`src/rtl/bowling_pkg.sv`:
```
// Shared definitions for the bowling scorer control path: state encoding,
// game dimensions and the pin-count width.
package bowling_pkg;

  localparam int NUM_FRAMES = 10;
  localparam int MAX_PINS   = 10;
  localparam int PIN_W      = 4;

  typedef enum logic [3:0] {
    S_IDLE       = 4'd0,
    S_WAIT1      = 4'd1,
    S_ADD1       = 4'd2,
    S_EVAL1      = 4'd3,
    S_WAIT2      = 4'd4,
    S_ADD2       = 4'd5,
    S_EVAL2      = 4'd6,
    S_BONUS_WAIT = 4'd7,
    S_BONUS_ADD  = 4'd8,
    S_BONUS_EVAL = 4'd9,
    S_NEXTF      = 4'd10,
    S_CHKLF      = 4'd11,
    S_GAME_OVER  = 4'd12
  } state_t;

  function automatic logic is_wait_state(input state_t s);
    return (s == S_WAIT1) || (s == S_WAIT2) || (s == S_BONUS_WAIT);
  endfunction

endpackage

```
`src/rtl/game_controller_throw_check.sv`:
```
// Pin-count legality: a throw may not knock down more pins than are standing.
module throw_check #(
  parameter int MAX_PINS = bowling_pkg::MAX_PINS
) (
  input  logic [bowling_pkg::PIN_W-1:0] n,
  input  logic                          fresh,
  input  logic [bowling_pkg::PIN_W-1:0] n_first,
  output logic                          legal
);

  logic [bowling_pkg::PIN_W:0] total;

  // On a partial rack the pins already down count against the limit.
  always_comb begin
    total = 5'd0;
    if (fresh) begin
      total = {1'b0, n};
    end else begin
      total = {1'b0, n} + {1'b0, n_first};
    end
    legal = (total <= 5'(MAX_PINS));
  end

endmodule

```
`src/rtl/game_controller.sv`:
```
// Bowling scorer control FSM: accepts throws, sequences frames and 10th-frame
// bonus throws, and drives the datapath strobes FT/AD/NF.
module game_controller #(
  parameter int NUM_FRAMES = bowling_pkg::NUM_FRAMES,
  parameter int MAX_PINS   = bowling_pkg::MAX_PINS
) (
  input  logic                          clk,
  input  logic                          rst,
  input  logic                          start,
  input  logic                          throw_valid,
  input  logic [bowling_pkg::PIN_W-1:0] N,
  input  logic                          APD,
  input  logic                          LF,
  output logic                          ready,
  output logic                          FT,
  output logic                          AD,
  output logic                          NF,
  output logic [bowling_pkg::PIN_W-1:0] frame,
  output logic                          game_over,
  output logic                          err_pins,
  output logic                          sync_err
);

  import bowling_pkg::*;

  state_t             state;
  state_t             next_state;
  logic [PIN_W-1:0]   n_first;
  logic [PIN_W-1:0]   nf_cnt;
  logic [1:0]         bonus_left;
  logic               fresh;
  logic               rack_fresh;
  logic               legal;
  logic               in_wait;
  logic               accept;
  logic               reject;
  logic               last_frame;
  logic               game_done;

  assign in_wait    = is_wait_state(state);
  assign rack_fresh = (state == S_WAIT1) || ((state == S_BONUS_WAIT) && fresh);
  assign accept     = throw_valid && in_wait && legal;
  assign reject     = throw_valid && in_wait && !legal;
  assign last_frame = (frame == 4'(NUM_FRAMES));
  assign game_done  = (nf_cnt == 4'(NUM_FRAMES));

  throw_check #(.MAX_PINS(MAX_PINS)) u_throw_check (
    .n       (N),
    .fresh   (rack_fresh),
    .n_first (n_first),
    .legal   (legal)
  );

  // State register.
  always_ff @(posedge clk) begin
    if (rst) begin
      state <= S_IDLE;
    end else begin
      state <= next_state;
    end
  end

  // Next-state logic.
  always_comb begin
    next_state = state;
    case (state)
      S_IDLE, S_GAME_OVER: begin
        if (start) next_state = S_WAIT1;
        else       next_state = state;
      end
      S_WAIT1: begin
        if (accept) next_state = S_ADD1;
        else        next_state = S_WAIT1;
      end
      S_ADD1: next_state = S_EVAL1;
      S_EVAL1: begin
        if (!APD)           next_state = S_WAIT2;
        else if (last_frame) next_state = S_BONUS_WAIT;
        else                next_state = S_NEXTF;
      end
      S_WAIT2: begin
        if (accept) next_state = S_ADD2;
        else        next_state = S_WAIT2;
      end
      S_ADD2: next_state = S_EVAL2;
      S_EVAL2: begin
        if (APD && last_frame) next_state = S_BONUS_WAIT;
        else                   next_state = S_NEXTF;
      end
      S_BONUS_WAIT: begin
        if (accept) next_state = S_BONUS_ADD;
        else        next_state = S_BONUS_WAIT;
      end
      S_BONUS_ADD: next_state = S_BONUS_EVAL;
      S_BONUS_EVAL: begin
        if (bonus_left == 2'd1) next_state = S_NEXTF;
        else                    next_state = S_BONUS_WAIT;
      end
      S_NEXTF: next_state = S_CHKLF;
      S_CHKLF: begin
        if (game_done) next_state = S_GAME_OVER;
        else           next_state = S_WAIT1;
      end
      default: next_state = S_IDLE;
    endcase
  end

  // Rack/frame bookkeeping and sticky LF cross-check.
  always_ff @(posedge clk) begin
    if (rst) begin
      frame      <= 4'd1;
      n_first    <= 4'd0;
      nf_cnt     <= 4'd0;
      bonus_left <= 2'd0;
      fresh      <= 1'b0;
      sync_err   <= 1'b0;
    end else begin
      case (state)
        S_IDLE, S_GAME_OVER: begin
          if (start) begin
            frame      <= 4'd1;
            nf_cnt     <= 4'd0;
            bonus_left <= 2'd0;
            fresh      <= 1'b1;
            sync_err   <= 1'b0;
          end
        end
        S_EVAL1: begin
          if (!APD) begin
            n_first <= N;
          end else if (last_frame) begin
            bonus_left <= 2'd2;
            fresh      <= 1'b1;
          end
        end
        S_EVAL2: begin
          if (APD && last_frame) begin
            bonus_left <= 2'd1;
            fresh      <= 1'b1;
          end
        end
        S_BONUS_EVAL: begin
          bonus_left <= bonus_left - 2'd1;
          if (fresh && APD) begin
            fresh <= 1'b1;
          end else begin
            fresh   <= 1'b0;
            n_first <= N;
          end
        end
        S_NEXTF: begin
          nf_cnt <= nf_cnt + 4'd1;
          if (!last_frame) frame <= frame + 4'd1;
        end
        S_CHKLF: begin
          if (LF != game_done) sync_err <= 1'b1;
        end
        default: begin
          frame <= frame;
        end
      endcase
    end
  end

  // Outputs registered from the next state so they align with the state register.
  always_ff @(posedge clk) begin
    if (rst) begin
      ready     <= 1'b0;
      FT        <= 1'b0;
      AD        <= 1'b0;
      NF        <= 1'b0;
      game_over <= 1'b0;
      err_pins  <= 1'b0;
    end else begin
      ready     <= is_wait_state(next_state);
      FT        <= (next_state == S_ADD1) || (next_state == S_EVAL1) ||
                   (((next_state == S_BONUS_ADD) || (next_state == S_BONUS_EVAL)) && fresh);
      AD        <= (next_state == S_ADD1) || (next_state == S_ADD2) || (next_state == S_BONUS_ADD);
      NF        <= (next_state == S_NEXTF);
      game_over <= (next_state == S_GAME_OVER);
      err_pins  <= reject;
    end
  end

endmodule

```
`config.mk`:
```
export PLATFORM = sky130hd
export DESIGN_NAME = game_controller
export DESIGN_NICKNAME = d
export VERILOG_FILES = /design/src/rtl/bowling_pkg.sv /design/src/rtl/game_controller_throw_check.sv /design/src/rtl/game_controller.sv
export SDC_FILE = /design/constraint.sdc
export NUM_CORES = 1
export LEC_CHECK = 0
export CAP_MARGIN = 30
export CORE_MARGIN = 4
export CORE_UTILIZATION = 50
export DETAILED_ROUTE_END_ITERATION = 6
export PLACE_DENSITY = 0.73
export SLEW_MARGIN = 10
export SYNTH_ARGS = -nofsm -noshare
export SYNTH_HDL_FRONTEND = slang
export SYNTH_SLANG_ARGS = --single-unit
```
`constraint.sdc`:
```
create_clock -name clk -period 5.8 [get_ports clk]
set_input_delay 1.16 -clock clk [delete_from_list [all_inputs] [get_ports clk]]
set_output_delay 1.16 -clock clk [all_outputs]
set_load 0.1 [all_outputs]
```
Yosys cells after proc, flatten, opt, wreduce, memory -nomap -nowiden
Index checks and enable logic that the tools add are counted.
W data, S select, Z words.

storage, ports and cells
  logic and storage cells = 114
  flip-flop bits (word level) = 26

cells by class
  equality and inequality tests = 34
  reductions and logical operators = 29
  add/subtract/negate cells = 4
  magnitude comparators = 1
  multiplexer cells = 33

operators with widths
  operator               count
  $mux W4                12
  $pmux W4 S12           1
  $eq A4 B4 Y1 const B   11
  $eq A4 B3 Y1 const B   7
  $pmux W4 S2            3
  $eq A4 B2 Y1 const B   4
  $ne A2 B2 Y1 const B   8
  $logic_or A1 B1 Y1     10
  $mux W2                5
  $reduce_and A3 Y1      3
  $add A4 B1 Y4 const B  2
  $eq A4 B1 Y1 const B   2
  $mux W1                8
  $pmux W2 S4            1
  $logic_and A1 B1 Y1    7
  $reduce_bool A2 Y1     3
  $add A4 B4 Y5          1
  $le A5 B4 Y1 const B   1
  $mux W5                1
  $reduce_and A5 Y1      1
  $logic_not A4 Y1       1
  $pmux W1 S4            1
  $reduce_bool A4 Y1     1
  $eq A2 B1 Y1 const B   1
  6 further kinds        6

Logic depth before layout (Yosys ltp)
  depth after elaboration = 12
  gate-level depth with buffers = 10
  gate-level depth less buffers = 10

Cells and area by module
From an unflattened synthesis, not the netlist that was laid out.

second synthesis, totals
  cells, all modules = 218
  area, all modules = 1760.4 um^2

by module, submodules not included
  module           instances  area each (um^2)  cells each
  game_controller  1          1577.8            194
  throw_check      1          182.7             24

Worst setup path before layout
Ideal clock, no wire load.

  path kind = input to register
  from = input port N[0] (netlist name)
  to = register FT
  buffers on the path = 0
  arrival = 3141 ps
  required time = 5728 ps
  setup slack = 2587 ps
  library setup time = 72 ps
  cell stages on the path = 10
  cells stage by stage = ha_1 inv_1 fa_1 nor2b_1 o221ai_2 o2111ai_2 a21oi_1 a211o_1 mux2_4 nor3b_2

on the way
  longest elaborated chain between the ends = 10

RTL lines
  what                             RTL line                           source
  start, declared                  game_controller.sv:11              input logic [bowling_pkg::PIN_W-1:0] N,
  $add A4 B4 Y5                    game_controller_throw_check.sv:19  total = {1'b0, n} + {1'b0, n_first};
  $mux W5 *                        game_controller_throw_check.sv:16  if (fresh) begin
  $le A5 B4 Y1 *                   game_controller_throw_check.sv:21  legal = (total <= 5'(MAX_PINS));
  $logic_and A1 B1 Y1 *            game_controller.sv:42              assign accept = throw_valid && in_wait && legal;
  $mux W4 (tied with other cells)  game_controller.sv:91              if (accept) next_state = S_BONUS_ADD;
  $pmux W4 S12 *                   game_controller.sv:66              case (state)
  $eq A4 B4 Y1                     game_controller.sv:177             (((next_state == S_BONUS_ADD) || (next_state == S_BONUS_EVAL)) && fresh);
  $logic_or A1 B1 Y1               game_controller.sv:177
  $logic_and A1 B1 Y1              game_controller.sv:177
  $logic_or A1 B1 Y1 *             game_controller.sv:176             FT <= (next_state == S_ADD1) || (next_state == S_EVAL1) ||
  end signal, assigned             game_controller.sv:176
  end, declared                    game_controller.sv:15              output logic FT,

Mark *: on every way between the ends. The rest lies on a longest branch, timed or not.
A chain may end at the register's enable or synchronous reset.

Final worst setup path
Same ends and word-level chain as after synthesis.

==> metrics.md <==
| Metric | Value |
|---|---|
| Postcts setup bufs | 0 |
| Layout area overhead | 16.8% |
| Grt ovf | 0 |
| Avg Inst Size Synth | 8.13 µm² |
| Yosys Warn Count | 0 |
| Cts repair resizes | 0 |
| Drt drc | 0 |
| Worst-path fanout max | 6 |
| Synthesized flop and latch total | 26 |
| Fillers | 294 |
| Worst hold slack | 0.510 ns |
| Startpoint types | primary input |
| Worst-case clock buffer depth | 2 |
| CP required | 6.07 ns |
| Clk Latency, worst-skew pair | 0.34 ns |
| Syn Inst Count | 204 |
| Fin nets | 242 |
| Reg clk slew, reported paths | 0.14 ns |
| IO buf count | 20 |
| Ant diodes | 0 |
| H-tree depth | 1 |
| Reg2reg setup slack | 3.22 ns |
| PD cells | 214 nW/µm² |
| CTS tree | built |
| Hold Path Cell Cnt | 2 |
| Final Hold Fails | 0 |
| TNS Setup | 0 ns |
| Total CTS buffers | 3 |
| Max Slew Vio Count | 0 |
| Endpoints failing setup | 0 |
| Register area share after synthesis | 31.4% |
| Die X-Extent | 65.6 µm |
| Final GP Congestion | 0.870 |
| Number of synthesized flops with an enable pin | 0 |
| Total chip power | 0.414 mW |
| DPL Wire Length | 2710 µm |
| Hold Path Sink | sync_err |
| Peak supply drop | 0.000152 V |
| DP Worst Slack | 1.94 ns |
| Max_cap viols | 0 |
| HP Class | register to register |
| Synth cell types | 49 |
| Die height | 65.6 µm |
| Vias in the first global route | 1398 |
| Setup Skew | 0.00727 ns |
| Worst slew pin tran | 0.974 ns |
| Total track usage | 18.3% |
| Initial DRT Pass Iterations | 4 |
| Syn Nets | 224 |
| Vias | 1509 |
| Drt wl/cell | 13.8 µm |
| Reg-to-reg endpoint | FT |
| Fmax | 282 MHz |
| RSZ-0062 raised after global routing | false |
| DR vias/cell | 5.69 |
| GR peak layer | met2 |
| Outcome | completed |
| Final WL | 3660 µm |
| Arrival time worst endpoint | 3.82 ns |
| Final period util | 61.2% |
| Routed Antenna Nets | 0 |
| Final core utilization | 62.4% |
| # IOs | 21 |
| Share of layout cells above drive strength 1 | 5.43% |
| Most frequent cells in the layout | 29 x nor2_1, 26 x dfxtp_1, 20 x clkdlybuf4s50_1, 19 x nand2_1, 13 x a21oi_1 |
| Post-route minimum period | 3.55 ns |
| CP Class | primary input to register |
| Slew headroom | 34.9% |
| Async set-reset flop share out of synthesis | 0% |
| CTS root buf | clkbuf_4 |
| Most common cell after layout, fill and taps aside | nor2_1 |
| Netlist area before placement | 1660 µm² |
| Grt met2 use | 27.9% |
| # clock sinks | 26 |
| FF-to-FF Start | n_first[0] |
| Starting DRT DRC Count | 124 |
| Initial antenna violation count | 0 |
| Reg2Reg Depth | 10 |
| LEAKAGE | 0.705 nW |
| Min-delay src | sync_err |
| PnR worst setup slack | 2.25 ns |
| Initial Utilization | 53.4% |
| Die area | 4300 µm² |
| Largest net degree at the start of global routing | 22 |
| Grt met3 use | 3.59% |
| Crit. End Element | register |
| Row count | 20 |
| Dominant synthesized flop cell | dfxtp_1 |
| Core region area | 3100 µm² |
| Global-route wire length before repair | 6270 µm |
| Hold Buf Count CTS | 0 |
| Routing usage on met1 | 26.1% |
-- Yosys cell counts, types with 2 or more instances --
master	n	share of area (%)
a21o_1	3	1.4
a21oi_1	13	3.9
a311oi_1	2	1.1
buf_2	2	0.60
clkbuf_1	5	1.1
dfxtp_1	26	31
ha_1	9	6.8
inv_1	9	2.0
mux2i_1	5	3.0
nand2_1	19	4.3
nand2b_1	9	3.4
nand3_1	6	1.8
nand3b_1	3	1.4
nand4_1	3	1.1
nor2_1	29	6.6
nor2b_1	7	2.6
nor3_1	2	0.60
nor3b_2	2	1.5
o211ai_1	4	1.8
o21ai_0	8	2.4
o22ai_1	2	0.75
or2_1	2	0.75
or4bb_1	2	1.4
xnor2_1	4	2.1
xor2_1	4	2.1
-- state kept, by name (all words and copies together) (netlist names) --
signal      cells
fresh           1
frame           4
nf_cnt          4
n_first         4
NF              1
bonus_left      2
FT              1
game_over       1
err_pins        1
ready           1
AD              1
sync_err        1
state           4
-- stage by stage --
stage | instance area, µm² | instances
after CTS | 1940 | 265
after global routing | 1940 | 265
after floorplan | 1660 | 204
after global placement | 1880 | 261
final | 1940 | 265
after detailed placement | 1880 | 261
-- cells by family (layout without fill, tap and decap cells) --
| logic type | after synthesis | in the layout | synth area share [%] |
|---|---|---|---|
| DFF | 26 | 26 | 31.4 |
| and+or+nand+nor | 91 | 91 | 28.9 |
| adders and majority gates | 10 | 10 | 8.00 |
| muxes | 7 | 7 | 4.75 |
| xor gates and xnor gates | 8 | 8 | 4.23 |
| AOI/OAI and AO/OA | 46 | 46 | 18.9 |
| buffers and inverters | 16 | 33 | 3.77 |
-- where the power goes --
| part | switching, mW | total [mW] | leakage [nW] | internal, mW |
|---|---|---|---|---|
| logic | 0.0557 | 0.0917 | 0.467 | 0.0359 |
| registers | 0.00967 | 0.194 | 0.211 | 0.185 |
| clock network | 0.0581 | 0.128 | 0.0279 | 0.0700 |
| total | 0.123 | 0.414 | 0.705 | 0.291 |
-- final cells by class --
type	instances	area, µm²	share of cell area [%]
multi-input cells	162	1070	55.5
flip-flops and latches	26	520	26.9
repair buffers	20	200	10.3
well taps	44	55.1	2.84
inverters	9	33.8	1.74
clock inverters	1	30.0	1.55
clock buffers	3	22.5	1.16
-- layer usage --
metal / share of wire, % / wire length (µm)
met4: 1.6 / 57
met2: 46 / 1670
met5: 0 / 0
met3: 4.7 / 171
met1: 48 / 1760
-- critical path, cell delays in order --
cell and delay (ns):
clkdlybuf4s50_1 0.50, ha_1 0.18, inv_1 0.06, fa_1 0.39, xnor2_1 0.23, o221ai_2 0.15
o2111ai_2 0.23, a21oi_1 0.10, a211o_1 0.36, mux2_4 0.32, nor3b_2 0.14
-- worst max path at each step --
stage / start / to / slack (ns) / depth (start not counted)
floorplan: N[0] / FT / 2.59 / 10
global placement: N[0] / FT / 2.01 / 11
detailed placement: N[0] / FT / 1.94 / 11
CTS: N[0] / FT / 2.28 / 11
global route: N[0] / FT / 2.12 / 11
finish: N[0] / FT / 2.25 / 11
(Power assumes the default switching activity.)
